<file path="config.mk">
export PLATFORM = sky130hd
export DESIGN_NAME = dram_read_arbiter_n
export DESIGN_NICKNAME = d
export VERILOG_FILES = /design/src/rtl/dram_read_arbiter_n_pkg.sv /design/src/rtl/dram_read_arbiter_n_tag_fifo.sv /design/src/rtl/dram_read_arbiter_n.sv
export SDC_FILE = /design/constraint.sdc
export NUM_CORES = 1
export LEC_CHECK = 0
export ABC_AREA = 1
export CORE_AREA = 2 2 123 125
export CTS_CLUSTER_DIAMETER = 100
export DETAILED_ROUTE_END_ITERATION = 12
export DIE_AREA = 0 0 125 127
export GPL_TIMING_DRIVEN = 0
export PLACE_DENSITY = 0.79
export RECOVER_POWER = 100
export SLEW_MARGIN = 25
export SYNTH_ARGS = -nofsm -noshare
export SYNTH_HDL_FRONTEND = slang
export SYNTH_HIERARCHICAL = 1
export SYNTH_SLANG_ARGS = --single-unit
</file>
<file path="constraint.sdc">
create_clock -name i_clk -period 3.5 [get_ports i_clk]
set_input_delay 0.7 -clock i_clk [delete_from_list [all_inputs] [get_ports i_clk]]
set_output_delay 0.7 -clock i_clk [all_outputs]
set_load 0.05 [all_outputs]
</file>
<file path="src/rtl/dram_read_arbiter_n_pkg.sv">
// TauCfg: shared tile configuration constants and index-width helper
package TauCfg;
  localparam int GLOBAL_ADDR_BW = 32;
  localparam int DATA_BW = 16;
  localparam int CACHE_SIZE = 4;
  localparam int DRAM_OUTSTANDING = 4;
  localparam int N_RD_CH = 4;
  function automatic int idx_w(input int n);
    return n > 1 ? $clog2(n) : 1;
  endfunction
endpackage

</file>
<file path="src/rtl/dram_read_arbiter_n_tag_fifo.sv">
// dram_tag_fifo: FIFO of channel tags, one per outstanding DRAM read
// Ports: clk, rst (async active-high); push/din append a tag; pop retires the
//        oldest tag; head is the oldest tag; count is the occupancy.
module dram_tag_fifo
  import TauCfg::*;
#(
  parameter int W = 2,
  parameter int DEPTH = 4,
  localparam int CW = $clog2(DEPTH + 1)
) (
  input  logic          clk,
  input  logic          rst,
  input  logic          push,
  input  logic [W-1:0]  din,
  input  logic          pop,
  output logic [W-1:0]  head,
  output logic [CW-1:0] count
);
  localparam int PW = idx_w(DEPTH);
  logic [W-1:0] mem [DEPTH];
  logic [PW-1:0] wp, rp;
  function automatic logic [PW-1:0] step(input logic [PW-1:0] p);
    return p == PW'(DEPTH - 1) ? '0 : p + 1'b1;
  endfunction
  always_ff @(posedge clk)
    if (push) mem[wp] <= din;
  always_ff @(posedge clk or posedge rst)
    if (rst) begin
      wp <= '0;
      rp <= '0;
      count <= '0;
    end else begin
      if (push) wp <= step(wp);
      if (pop) rp <= step(rp);
      count <= count + CW'(push) - CW'(pop);
    end
  assign head = mem[rp];
endmodule

</file>
<file path="src/rtl/dram_read_arbiter_n.sv">
// dram_read_arbiter_n: N-channel DRAM read arbiter with in-order line return
// Ports: i_clk, i_rst (async active-high); i_ch_dramra_rdy/o_ch_dramra_ack/
//        i_ch_dramra per-channel address requests; o_ch_dramrd_rdy/
//        i_ch_dramrd_ack/o_ch_dramrd per-channel line return; o_dramra_rdy/
//        i_dramra_ack/o_dramra DRAM address port; i_dramrd_rdy/o_dramrd_ack/
//        i_dramrd DRAM line port; o_outstanding tag FIFO occupancy.
module dram_read_arbiter_n
  import TauCfg::*;
#(
  parameter int N_CH = N_RD_CH,
  parameter int GBW = GLOBAL_ADDR_BW,
  parameter int DBW = DATA_BW,
  parameter int CSIZE = CACHE_SIZE,
  parameter int DEPTH = DRAM_OUTSTANDING,
  parameter int RR = 1,
  localparam int CW = $clog2(DEPTH + 1)
) (
  input  logic                            i_clk,
  input  logic                            i_rst,
  input  logic [N_CH-1:0]                 i_ch_dramra_rdy,
  output logic [N_CH-1:0]                 o_ch_dramra_ack,
  input  logic [N_CH-1:0][GBW-1:0]        i_ch_dramra,
  output logic [N_CH-1:0]                 o_ch_dramrd_rdy,
  input  logic [N_CH-1:0]                 i_ch_dramrd_ack,
  output logic [CSIZE-1:0][DBW-1:0]       o_ch_dramrd,
  output logic                            o_dramra_rdy,
  input  logic                            i_dramra_ack,
  output logic [GBW-1:0]                  o_dramra,
  input  logic                            i_dramrd_rdy,
  output logic                            o_dramrd_ack,
  input  logic [CSIZE-1:0][DBW-1:0]       i_dramrd,
  output logic [CW-1:0]                   o_outstanding
);
  localparam int TW = idx_w(N_CH);
  logic [TW-1:0] ptr, gnt_idx, head;
  logic [CW-1:0] count;
  logic grant, pop, found;
  int base;
  always_comb begin
    base = RR != 0 ? int'(ptr) : 0;
    found = 1'b0;
    gnt_idx = '0;
    for (int i = 0; i < N_CH; i++)
      if (!found && i_ch_dramra_rdy[(base + i) % N_CH]) begin
        found = 1'b1;
        gnt_idx = TW'((base + i) % N_CH);
      end
  end
  // The FIFO slot is reserved at grant, so a full FIFO blocks even when a pop
  // lands in the same cycle.
  assign grant = !i_rst && (!o_dramra_rdy || i_dramra_ack) && count < CW'(DEPTH) && |i_ch_dramra_rdy;
  assign o_ch_dramra_ack = grant ? N_CH'(1) << gnt_idx : '0;
  assign o_ch_dramrd_rdy = (i_dramrd_rdy && count != '0) ? N_CH'(1) << head : '0;
  assign o_dramrd_ack = count != '0 && i_ch_dramrd_ack[head];
  assign pop = i_dramrd_rdy && o_dramrd_ack;
  assign o_ch_dramrd = i_dramrd;
  assign o_outstanding = count;
  always_ff @(posedge i_clk or posedge i_rst)
    if (i_rst) begin
      o_dramra_rdy <= 1'b0;
      o_dramra <= '0;
      ptr <= '0;
    end else if (grant) begin
      o_dramra_rdy <= 1'b1;
      o_dramra <= i_ch_dramra[gnt_idx];
      ptr <= gnt_idx == TW'(N_CH - 1) ? '0 : gnt_idx + 1'b1;
    end else if (i_dramra_ack) begin
      o_dramra_rdy <= 1'b0;
    end
  dram_tag_fifo #(.W(TW), .DEPTH(DEPTH)) u_fifo (
    .clk(i_clk),
    .rst(i_rst),
    .push(grant),
    .din(gnt_idx),
    .pop(pop),
    .head(head),
    .count(count)
  );
  // A line with nothing outstanding cannot be routed anywhere.
  assert property (@(posedge i_clk) disable iff (i_rst) !(i_dramrd_rdy && count == '0));
  for (genvar g = 0; g < N_CH; g++) begin : g_hold
    assert property (@(posedge i_clk) disable iff (i_rst)
      i_ch_dramra_rdy[g] && !o_ch_dramra_ack[g] |=> i_ch_dramra_rdy[g] && $stable(i_ch_dramra[g]));
  end
endmodule
</file>
==> impl_metrics.csv, run 1 <==
group,metric,value,unit
worst_setup_path,cp_max_fo,13,
hold_path,holdPathEnd,"o_dramra[10]",
yosys,yosysWarnings,6,
routing,wl_per_cell,14.26,um
worst_setup_path,crit_path_start_kind,"register",
global_route,grt_max_degree,24,
routing,met2WireLength,7996,um
sta,rsz0062_at_grt,"false",
place,gp_congestion,0.8834,
place,postPlaceCellArea,7024,sq um
worst_setup_path,reg2reg_from,"ptr[0]",
sta,max_freq,0.3061,GHz
power,powerDensity,947.7,nW/um^2
worst_setup_path,critical_path_arrival,2.57,ns
yosys,syn_avg_cell_area,6.339,sq um
status,status,"finished clean",
cts,cts_max_level,2,
place,preCtsSetupSlack,-0.8856,ns
power,comb_power_share,76.4,%
die,dieArea,15880,sq um
yosys,seq_area_frac_synth,30.09,%
cells_and_area,mostFrequentLayoutCells,"nand2_1 (298), clkdlybuf4s50_1 (135), nand3_1 (111), dlygate4sd3_1 (105), buf_4 (77)",
cts,clk_pin_slew,0.07,ns
sta,worst_pin_slew,1.425,ns
routing,viasPerCell,4.489,
routing,antenna_left,0,
power,intPower,2.935,mW
die,die_h,127,um
routing,drt_iter0_drc,147,
hold_path,hold_class,"reg -> reg",
routing,drt_pre_antenna_iters,4,
power,pwr-share-seq,15.3,%
yosys,syn_nets,890,
global_route,track_usage,19.24,%
run,maxCapViolations,0,
die,initial_core_util,29.75,%
worst_setup_path,cp.required,2.80,ns
cts,clk_latency,0.29,ns
worst_setup_path,ff2ff_setup_slack,0.74,ns
worst_setup_path,r2r-end,"o_dramra[24]",
hold_path,hold_start,"o_dramra[10]",
power,p_switching,3.926,mW
routing,dr_wl_met3,1204,um
cells_and_area,drive_gt1_share,13.38,%
cts,cts_hold_buf,0,
cells_and_area,multi_input_area,2044,sq um
worst_setup_path,worst-setup-path-type,"reg -> out",
yosys,syn-cell-area,4292,sq um
routing,num_vias,5055,
routing,drc_errors,0,
cts,cts_made_buffers,5,
routing,m1WireLength,6594,um
worst_setup_path,crit_path_end_kind,"output pin",
worst_setup_path,reg2reg_depth,14,
place,dp_hpwl,13120,um
sta,final.setup.worst_slack,0.2335,ns
hold_path,whs_path_depth,2,
cts,clkSinkCount,50,
cells_and_area,n_fill_cell,1472,
sta,fin_crit_sh,93.33,%
global_route,gr-total-overflow,0,
die,core-area,14420,sq um
power,leakagePower,3.826,nW
die,fp-row-count,44,
cells_and_area,seqCellArea,1291,sq um
sta,finalMaxSlewViolations,0,
yosys,syn_inst,677,
sta,finClkSkew,0.006098,ns
yosys,ys_ff_latch,50,
global_route,grt_first_pass_wirelength,24670,um
cts,cts_buffer_depth,2,
cts,cts_root_buf,"clkbuf_16",
die,die_w,125,um
cells_and_area,diodes,0,
power,vdd_ir_drop_max,0.4844,mV
die,ios,313,
power,clkPwrFrac,8.3,%
yosys,synth_cell_type_count,30,
cells_and_area,fin_area,7239,sq um
global_route,grt_antenna_before_repair,0,
routing,drt-total-wl,16060,um
sta,max_slew_margin,5.013,%
routing,top_layer,"met4",
sta,setup_viol,0,
place,port-buffer-count,248,
cts,cts_tree,"built",
sta,whs,0.4839,ns
sta,setup_tns,0,ns
cells_and_area,final_common_cell,"nand2_1",
cells_and_area,nets,1154,
power,p_sw_share,57.22,%
cells_and_area,area.growth.synth_to_final,68.69,%
global_route,grt_pass1_vias,4821,
sta,finalHoldViolCount,0,
power,totalPowerFinal,6.861,mW
sta,fin_crit,3.266,ns
## through the flow
step                      utilization, %  cells
after global placement             48.56   1109
after global routing               50.19   1126
after CTS                          49.94   1119
final                              50.19   1126
after floorplan                        -    677
after detailed placement           48.70   1110
## critical path, stage by stage (launching register included)
cell	delay, ns
dfrtp_1	0.34
buf_6	0.16
inv_6	0.06
nand2_1	0.06
nand2_1	0.09
nand2_2	0.07
nand2_1	0.17
nor2_4	0.15
nand2_1	0.12
nand3_1	0.15
nand2_1	0.15
clkbuf_4	0.26
nor3_1	0.18
buf_2	0.29
## routing by layer
metal  vias up  GRT usage (%)
li1       2559              -
met1      2250          23.42
met2       221          34.72
met3        25          4.439
met4         0          4.314
met5         -              0
## area by class of cell
class                      count  area share (%)
buffer                        95           9.350
clock buffer                   5           1.728
clock inverter                 3          0.6222
inverter                      72           3.802
multi-input combinational    459           28.24
sequential                    50           17.84
tap                          184           3.180
timing repair buffer         258           35.24
## cell families (layout without fill, tap and decap cells)
logic type / after synthesis / in the layout / share of synthesized area, %
simple gates: 437 / 437 / 43.12
buf+inv: 168 / 433 / 22.04
flops: 50 / 50 / 30.09
compound gates: 13 / 13 / 1.953
fa+ha+maj: 9 / 9 / 2.799
## worst max path at each step
stage | slack [ns] | depth (start not counted) | endpoint | start
2_1_floorplan | 0.1 | 11 | o_ch_dramra_ack[1] | i_ch_dramra_rdy[2]
3_3_place_gp | -0.86 | 7 | o_ch_dramra_ack[3] | i_ch_dramra_rdy[2]
3_5_place_dp | -0.89 | 7 | o_ch_dramra_ack[3] | i_ch_dramra_rdy[2]
4_1_cts | 0.007 | 14 | o_ch_dramra_ack[3] | i_ch_dramra_rdy[1]
5_1_grt | 0.06 | 13 | o_ch_dramra_ack[2] | ptr[0]
6_report | 0.23 | 13 | o_ch_dramra_ack[0] | ptr[0]
## power groups by stage
stage          Clock, mW  Sequential (mW)  Combinational (mW)
2_1_floorplan          0             1.68                2.99
3_3_place_gp           0             1.06                5.20
3_5_place_dp           0             1.06                5.27
4_1_cts            0.576             1.06                5.30
5_1_grt            0.601             1.09                5.80
6_report           0.567             1.05                5.24
## registers in the layout (all words and copies together), names as in the netlist
signal and count:
o_dramra 32, o_dramra_rdy 1, ptr 2, u_fifo/count 3, u_fifo/mem 8, u_fifo/rp 2, u_fifo/wp 2
## Yosys cell counts
library cell	instances	area share, %
nand2_1	296	26
nand3_1	111	13
buf_4	67	12
inv_1	62	5.4
dfrtp_1	42	24
buf_2	17	2.0
inv_2	9	0.79
edfxtp_1	8	5.6
ha_1	8	2.3
nor2_1	8	0.70
nor3_1	8	0.93
nand2_2	6	0.87
buf_6	5	1.3
o21ai_0	5	0.58
clkbuf_1	4	0.35
o21ai_1	4	0.47
buf_1	3	0.26
a21oi_1	2	0.23
fa_1	1	0.47
inv_6	1	0.20
nand2_4	1	0.26
nand3_2	1	0.23
nand3_4	1	0.41
nand3b_1	1	0.17
nand4_1	1	0.15
nor2_2	1	0.15
nor2_4	1	0.26
nor4_1	1	0.15
o211ai_4	1	0.50
o31ai_1	1	0.17
## timing repair
action / in CTS / in global routing
setup buffers: 2 / 7
endpoints found under the setup margin: 4 / 4
gates resized for setup: 31 / 11
pin swaps: 1 / 5
Power figures use the tool's default switching activity.
==> run 2, diff against run 1 <==
--- a/config.mk
+++ b/config.mk
@@ -6,13 +6,14 @@
 export NUM_CORES = 1
 export LEC_CHECK = 0
 export ABC_AREA = 1
-export CORE_AREA = 2 2 123 125
+export CORE_AREA = 2 2 121 123
 export CTS_CLUSTER_DIAMETER = 100
 export DETAILED_ROUTE_END_ITERATION = 12
-export DIE_AREA = 0 0 125 127
+export DIE_AREA = 0 0 123 125
 export GPL_TIMING_DRIVEN = 0
-export PLACE_DENSITY = 0.79
+export PLACE_DENSITY = 0.81
 export RECOVER_POWER = 100
+export REMOVE_ABC_BUFFERS = 1
 export SLEW_MARGIN = 25
 export SYNTH_ARGS = -nofsm -noshare
 export SYNTH_HDL_FRONTEND = slang
==> run 2 against run 1 <==
Effect of this change: sequential power hardly changed; first-iteration DRC count is 140% higher; clock skew is 0.0061 ns higher; maximum frequency is 4.0% lower; clock power is 10% lower; final area is 14% lower; global-route usage is 6.3 points higher; routed wire length is 27% higher.
==> impl_metrics.csv, run 2 (synthesis gave the netlist of run 1 again) <==
group,metric,value,unit
cts,cts_made_buffers,5,
global_route,grt_antenna_before_repair,0,
global_route,gr-total-overflow,0,
cells_and_area,largest_reg_flops,32,
power,intPower,2.784,mW
power,pwr-share-seq,15.2,%
cells_and_area,reg.largest.list,"o_dramra (32), u_fifo/mem (8), u_fifo/count (3)",
power,vdd_ir_drop_max,0.4337,mV
cells_and_area,nets,1012,
power,p_sw_share,60.45,%
cells_and_area,n_fill_cell,1473,
cells_and_area,diodes,0,
worst_setup_path,cp_max_fo,12,
place,postPlaceCellArea,5757,sq um
die,dieArea,15380,sq um
die,die_h,125,um
sta,finClkSkew,0.01217,ns
hold_path,hold_class,"reg -> reg",
worst_setup_path,crit_path_start_kind,"primary input",
die,initial_core_util,30.21,%
worst_setup_path,reg2reg_from,"u_fifo/rp[0]",
power,comb_power_share,77.6,%
cts,cts_root_buf,"clkbuf_16",
die,die_w,123,um
cells_and_area,drive_gt1_share,8.500,%
global_route,grt_max_degree,46,
power,totalPowerFinal,7.039,mW
sta,finalMaxSlewViolations,0,
sta,whs,0.4779,ns
worst_setup_path,crit_path_end_kind,"output pin",
worst_setup_path,reg2reg_depth,16,
cts,cts_max_level,2,
routing,viasPerCell,4.887,
routing,antenna_left,0,
cells_and_area,area.growth.synth_to_final,44.87,%
sta,finalHoldViolCount,0,
cts,clk_latency,0.29,ns
cells_and_area,mostFrequentLayoutCells,"nand2_1 (294), clkdlybuf4s50_1 (145), nand3_1 (108), inv_1 (62), dfrtp_1 (41)",
sta,setup_viol,0,
cts,cts_tree,"built",
routing,wl_per_cell,20.80,um
run,maxCapViolations,0,
sta,fin_crit_sh,97.17,%
place,port-buffer-count,184,
cells_and_area,final_common_cell,"nand2_1",
sta,max_slew_margin,22.82,%
place,dp_hpwl,13270,um
die,fp-row-count,44,
cells_and_area,instances_no_fill,984,
global_route,grt_pass1_vias,4659,
routing,drt_pre_antenna_iters,5,
place,placed_cells,952,
die,core-area,14200,sq um
cts,cts_buffer_depth,2,
routing,drt_iter0_drc,353,
power,powerDensity,1132,nW/um^2
hold_path,hold_start,"o_dramra[8]",
power,p_switching,4.255,mW
worst_setup_path,critical_path_arrival,2.70,ns
status,status,"finished clean",
routing,drt-total-wl,20470,um
cells_and_area,regMostFlops,"o_dramra",
worst_setup_path,r2r-end,"u_fifo/count[2]",
cells_and_area,fin_area,6217,sq um
power,leakagePower,3.199,nW
sta,final.setup.worst_slack,0.09921,ns
global_route,grt_first_pass_wirelength,28700,um
sta,worst_pin_slew,1.158,ns
worst_setup_path,worst-setup-path-type,"in -> out",
hold_path,whs_path_depth,2,
hold_path,holdPathEnd,"o_dramra[8]",
worst_setup_path,ff2ff_setup_slack,0.70,ns
cts,clk_pin_slew,0.07,ns
cells_and_area,final_util,43.77,%
routing,drc_errors,0,
sta,setup_tns,0,ns
cts,cts_hold_buf,0,
die,ios,313,
place,gp_congestion,0.8978,
worst_setup_path,cp.required,2.80,ns
global_route,track_usage,25.50,%
sta,fin_crit,3.401,ns
cts,clkSinkCount,50,
power,clkPwrFrac,7.2,%
sta,max_freq,0.2940,GHz
routing,num_vias,4809,
place,preCtsSetupSlack,-1.768,ns
## run 2: changes by cell type in the layout (fill, tap and decap cells not counted), sizes merged, moves of 3 or more
cell           delta
dlygate4sd3      -70
clkdlybuf4s50    +10
buf              -75
clkbuf           -11
nand3             +3
nand2             +3
dlymetal6s2s      -4
## run 2: critical path: stages
cell,delay [ns]
clkdlybuf4s50_1,0.45
nand2_1,0.10
nand3_1,0.15
nand2_4,0.15
nand2_1,0.10
inv_4,0.13
nand2_4,0.11
nand3_4,0.20
nand2_8,0.15
nor3_1,0.21
buf_4,0.23
## run 2: metal layers
layer	up-vias	part of all wire [%]	track usage, %
met5	-	0.66	8.224
li1	2294	-	-
met3	26	17	17.97
met2	315	42	37.05
met1	2170	40	30.61
met4	4	1.1	4.211
## run 2: final cells by class
class                   count  area (sq um)  share of cell area [%]
well taps                 184         230.2                   3.703
flip-flops and latches     50          1292                   20.79
clock buffers               5         125.1                   2.012
inverters                  72         291.5                   4.689
repair buffers            203          2003                   32.22
multi-input cells         467          2251                   36.20
clock inverters             3         23.77                  0.3824
## run 2: power groups by stage
stage                     Combinational, mW  Clock [mW]  Sequential (mW)
after global placement                 4.56           0             1.06
after detailed placement               4.65           0             1.07
after floorplan                        2.47           0             1.70
after global routing                   5.99       0.544             1.10
after CTS                              5.25       0.522             1.07
final                                  5.46       0.508             1.07
## run 2: timing repair
action / CTS / global route
setup endpoints to repair: 39 / 4
gates cloned: 6 / 2
buffers inserted: 8 / 8
pin swaps: 7 / 5
hold endpoints to repair: 0 / 0
gates resized for setup: 44 / 9
## run 2: worst max-delay path by stage
| stage | end | startpoint |
|---|---|---|
| floorplan | o_ch_dramra_ack[0] | i_ch_dramra_rdy[1] |
| CTS | o_ch_dramra_ack[3] | i_ch_dramra_rdy[1] |
| global route | o_ch_dramra_ack[3] | i_ch_dramra_rdy[1] |
| detailed placement | o_ch_dramra_ack[1] | i_ch_dramra_rdy[1] |
| global placement | o_ch_dramra_ack[2] | i_ch_dramra_rdy[1] |
| finish | o_ch_dramra_ack[1] | i_ch_dramra_rdy[3] |
